$ cat src/rtl/multiply_stream.sv
`default_nettype none
// ============================================================================
// Module   : multiply_stream
// Brief    : Two-stage pipelined fixed-point multiplier between FWFT FIFOs,
//            with rounding, saturation, square mode and stall-safe flow control.
// Revision : 1.0 - initial release
// ============================================================================
module multiply_stream #(
  parameter int DATA_SIZE = 32,
  parameter int FRAC_BITS = 10,
  parameter int ROUND     = 0,
  parameter int SATURATE  = 1
) (
  input  logic                 clock,
  input  logic                 reset,
  input  logic                 mode,
  input  logic                 x_in_empty,
  input  logic                 y_in_empty,
  output logic                 x_in_rd_en,
  output logic                 y_in_rd_en,
  input  logic [DATA_SIZE-1:0] x,
  input  logic [DATA_SIZE-1:0] y,
  input  logic                 out_full,
  output logic                 out_wr_en,
  output logic [DATA_SIZE-1:0] dout,
  output logic                 sat,
  output logic [31:0]          out_count
);

  localparam int c_pw = 2 * DATA_SIZE;
  localparam int c_rw = c_pw + 1;
  localparam logic [c_rw-1:0] c_half =
    (ROUND != 0) ? (c_rw'(1) << (FRAC_BITS - 1)) : {c_rw{1'b0}};
  localparam logic [DATA_SIZE-1:0] c_max = {1'b0, {(DATA_SIZE-1){1'b1}}};
  localparam logic [DATA_SIZE-1:0] c_min = {1'b1, {(DATA_SIZE-1){1'b0}}};

  logic                   r_s1_valid;
  logic signed [c_pw-1:0] r_s1_prod;
  logic                   r_s2_valid;
  logic [DATA_SIZE-1:0]   r_dout;
  logic                   r_sat;
  logic [31:0]            r_out_count;

  logic w_s2_fire, w_s1_adv, w_s1_free, w_avail, w_consume;

  assign w_s2_fire = r_s2_valid & ~out_full;
  assign w_s1_adv  = r_s1_valid & (~r_s2_valid | w_s2_fire);
  assign w_s1_free = ~r_s1_valid | w_s1_adv;
  assign w_avail   = ~x_in_empty & (mode | ~y_in_empty);
  assign w_consume = w_avail & w_s1_free & ~reset;

  // Reset suppresses every handshake so nothing is popped or pushed while flushing.
  assign x_in_rd_en = w_consume;
  assign y_in_rd_en = w_consume & ~mode;
  assign out_wr_en  = w_s2_fire & ~reset;
  assign dout       = r_dout;
  assign sat        = r_sat;
  assign out_count  = r_out_count;

  logic [DATA_SIZE-1:0]   w_op_b;
  logic signed [c_pw-1:0] w_xe;
  logic signed [c_pw-1:0] w_be;
  logic signed [c_pw-1:0] w_prod;

  assign w_op_b = mode ? x : y;
  assign w_xe   = {{DATA_SIZE{x[DATA_SIZE-1]}}, x};
  assign w_be   = {{DATA_SIZE{w_op_b[DATA_SIZE-1]}}, w_op_b};
  assign w_prod = w_xe * w_be;

  // Magnitude carries one extra bit so negating the most-negative product is safe.
  logic                 w_neg;
  logic [c_rw-1:0]      w_pext;
  logic [c_rw-1:0]      w_abs;
  logic [c_rw-1:0]      w_mag;
  logic [c_rw-1:0]      w_r;
  logic                 w_fits;
  logic [DATA_SIZE-1:0] w_dq;
  logic                 w_dq_sat;

  assign w_neg  = r_s1_prod[c_pw-1];
  assign w_pext = {r_s1_prod[c_pw-1], r_s1_prod};
  assign w_abs  = w_neg ? -w_pext : w_pext;
  assign w_mag  = (w_abs + c_half) >> FRAC_BITS;
  assign w_r    = w_neg ? -w_mag : w_mag;
  assign w_fits = (&w_r[c_rw-1:DATA_SIZE-1]) | ~(|w_r[c_rw-1:DATA_SIZE-1]);

  always_comb begin
    w_dq     = w_r[DATA_SIZE-1:0];
    w_dq_sat = 1'b0;
    if ((SATURATE != 0) && !w_fits) begin
      w_dq_sat = 1'b1;
      w_dq     = w_r[c_rw-1] ? c_min : c_max;
    end
  end

  always_ff @(posedge clock) begin
    if (reset) begin
      r_s1_valid  <= 1'b0;
      r_s1_prod   <= '0;
      r_s2_valid  <= 1'b0;
      r_dout      <= '0;
      r_sat       <= 1'b0;
      r_out_count <= '0;
    end else begin
      if (w_consume) begin
        r_s1_valid <= 1'b1;
        r_s1_prod  <= w_prod;
      end else if (w_s1_adv) begin
        r_s1_valid <= 1'b0;
      end

      if (w_s1_adv) begin
        r_s2_valid <= 1'b1;
        r_dout     <= w_dq;
        r_sat      <= w_dq_sat;
      end else if (w_s2_fire) begin
        r_s2_valid <= 1'b0;
      end

      if (w_s2_fire) begin
        r_out_count <= r_out_count + 32'd1;
      end
    end
  end

endmodule
`default_nettype wire

$ cat config.mk
export PLATFORM = sky130hd
export DESIGN_NAME = multiply_stream
export DESIGN_NICKNAME = d
export VERILOG_FILES = /design/src/rtl/multiply_stream.sv
export SDC_FILE = /design/constraint.sdc
export NUM_CORES = 2
export LEC_CHECK = 0
export CAP_MARGIN = 20
export CORE_MARGIN = 10
export CORE_UTILIZATION = 45
export DETAILED_ROUTE_END_ITERATION = 8
export PLACE_DENSITY = 0.72
export RECOVER_POWER = 25
export SETUP_SLACK_MARGIN = 0.05
export SLEW_MARGIN = 20
export SYNTH_ARGS = -nofsm -noshare
export SYNTH_HDL_FRONTEND = slang
export SYNTH_SLANG_ARGS = --single-unit
export TNS_END_PERCENT = 100
$ cat constraint.sdc
create_clock -name clock -period 15 [get_ports clock]
set_input_delay 4.5 -clock clock [delete_from_list [all_inputs] [get_ports clock]]
set_output_delay 4.5 -clock clock [all_outputs]
set_load 0.005 [all_outputs]
==> impl_results.md <==
* Status: finished, violations left
* Violated checks: max-capacitance violations, max-slew violations
* Core Region at 0.09799 mm2
* Clock latency on the worst-skew pair at 440 ps
* Fmax at 0.07297 GHz
* Cells on worst reg2reg path at 13
* CTS buffer count at 17
* Die footprint at 0.1114 mm2
* Post-route ant nets at 0
* Post-synth ARST share at 0%
* Clk sink count at 131
* Top FF cell, synth: dfxtp_1
* Share of cells above drive strength 1 at 4.117%
* Fin util at 48.31%
* Starting Density at 45.22%
* Area of the multi-input gates at 0.03698 mm2
* Synth area leader: fa_1
* First-pass iteration count of the detailed router at 5
* DP HPWL at 97300 um
* Minimum clock period after layout at 13700 ps
* Worst hold path type: register to register
* Avg WL per Cell at 19.25 um
* Fin crit share at 91.36%
* R2R Path Start: r_s1_prod[4]
* Setup skew after layout at 11.65 ps
* Initial DRC count at 2180
* GRT Util Overall at 21.78%
* # setup viols final at 0
* Final Max Slew Viols at 46
* Final instance area at 0.04734 mm2
* Initial antenna violation count at 0
* Die Ht at 333.8 um
* First-pass GRT wire length at 195000 um
* Hold Path End: sat
* Reg-to-reg slack, setup at 8310 ps
* Mean Syn Cell Area at 9.071 um2
* Grt ovf at 0
* CP max FO at 31
* WHS Path Cells at 2
* Synth warn at 0
* # fillers at 9036
* # DRC at 0
* Worst EP required at 15320 ps
* Vias at 33080
* Setup Fix Bufs, Post-CTS at 0
* Most frequent cells in the layout: 1082 x fa_1, 982 x inv_1, 643 x nand2_1
* H-tree levels at 4
* Worst r2r dst: dout[11]
* Slack of the critical path at 1295 ps
* Post-CTS resize count at 0
* Layout net count at 6159
* Most used cell, CP: fa_1
* Post-Syn Area at 0.04431 mm2
* Max_cap viols at 1
* Synth cell types at 86
* Flops & latches, synth at 131
* Die Wd at 333.8 um
* Commonest non-fill, non-tap cell in the layout: fa_1
* Ports at 138
* Clk buf depth at 2
* Place WS at 896.9 ps
* Slowest cell on crit path: a2111oi_0
* Hold Path Origin: sat
* Hold-fix buffers, CTS at 0
* Total Routed Length at 117800 um
* Pin count of the biggest net entering global routing at 73
* CTS tree: yes
* Vias in the first global route at 36730
* Diode count at 0
* Post-synthesis net count at 6223
* CP Capture Type: register
* Post-synth top area share at 48.88%
* Setup CP Type: primary input to register
* Synth-to-layout area growth at 6.824%
* Synth area leaders: fa_1 49%, inv_1 8.3%, dfxtp_1 5.9%, nand2_1 5.4%, ha_1 5.3%
* Post-Synthesis Cells at 4885
* Worst slew margin at -47.41%
* DR vias/cell at 5.404
* Storage cell area at 0.002624 mm2
* Row cnt at 115
* Gp weighted congestion at 0.9020
* Slowest cell delay on critical path at 870 ps
* EDFF count, synth at 0
* Startpoint types: primary input
* Root Driver: clkbuf_16
* Final TNS setup at 0 ps
* Hold Vio Cnt, Final at 0
* Clock slew at reported path FFs at 70 ps
* Placed Instance Area at 0.04674 mm2
* PortBufs at 137
* Post-synthesis sequential area ratio at 5.918%
* CP Data Arrival Time at 14030 ps
* Worst Max-Slew Pin Slew at 2211 ps
* RSZ-0062 raised after global routing: false
==> per-stage QoR <==
stage,hold slack [ps],cells
final,452.4,6121
after global routing,482.8,6121
after CTS,458.6,6121
after detailed placement,448.9,6089
after global placement,445.6,6089
after floorplan,444.8,4885
==> cell type report <==
type	instances	share of cell area (%)
Multi-Input combinational cell	3491	78.12
Clock buffer	17	0.8987
Sequential cell	131	5.543
Inverter	982	7.787
Clock inverter	15	0.3885
Tap cell	1287	3.402
Timing Repair Buffer	198	3.864
==> how the worst max path moves through the flow <==
stage | slack, ps | to | cells past startpoint | start
after floorplan | 1810 | r_s1_prod[60] | 27 | mode
after global placement | 1030 | r_s1_prod[62] | 29 | mode
after detailed placement | 900 | r_s1_prod[62] | 29 | mode
after CTS | 1370 | r_s1_prod[62] | 29 | mode
after global routing | 840 | r_s1_prod[59] | 30 | mode
final | 1300 | r_s1_prod[62] | 29 | mode
==> Yosys cell counts, types with 12 or more instances <==
master    number
a21oi_1      131
nor2b_1      244
o21bai_1      13
nand3_1       52
nand4_1       30
nand2_1      643
a21o_1        36
nor2_1       151
a211oi_1      14
clkbuf_1     255
xnor2_1       91
mux2i_1       21
buf_1         12
and2_1       274
fa_1        1082
o21ai_0       69
o21a_1        21
nor3_1        48
xor2_1        55
ha_1         186
dfxtp_1      131
or3_1         23
nand2b_1      31
nor4_1        21
inv_1        982
mux2_2        29
a311oi_2      20
and3_1        18
or2_2         15
==> cell families after synthesis <==
kind of cell / count (synthesis) / synth area share [%]
adders and majority gates: 1268 / 54.13
muxes: 50 / 1.211
buffers and inverters: 1263 / 10.81
DFF: 131 / 5.918
AOI/OAI and AO/OA: 411 / 6.463
and+or+nand+nor: 1615 / 18.53
xor gates and xnor gates: 147 / 2.936
==> flip-flops by register name (all words and copies together), names as in the netlist <==
register    flops
dout           32
out_count      32
r_s1_prod      64
r_s1_valid      1
r_s2_valid      1
sat             1
==> critical path: cells and delay by family <==
kind / cells / cell delay (ps)
compound gates: 8 / 2610
simple gates: 5 / 710
buf+inv: 6 / 720
mux: 1 / 790
fa+ha+maj: 9 / 4570
==> routing by layer <==
layer  global-route usage (%)  vias to the layer above  share of wire (%)
li1                         -                    14560                  -
met1                    25.00                    17050                 37
met2                    39.60                     1120                 52
met3                    1.868                      350                4.3
met4                    12.22                        0                6.5
met5                        0                        -                  0
Power is left out: the tool's default activity adds up to more than one toggle a clock period on the data nets, which glitch-free logic cannot reach.
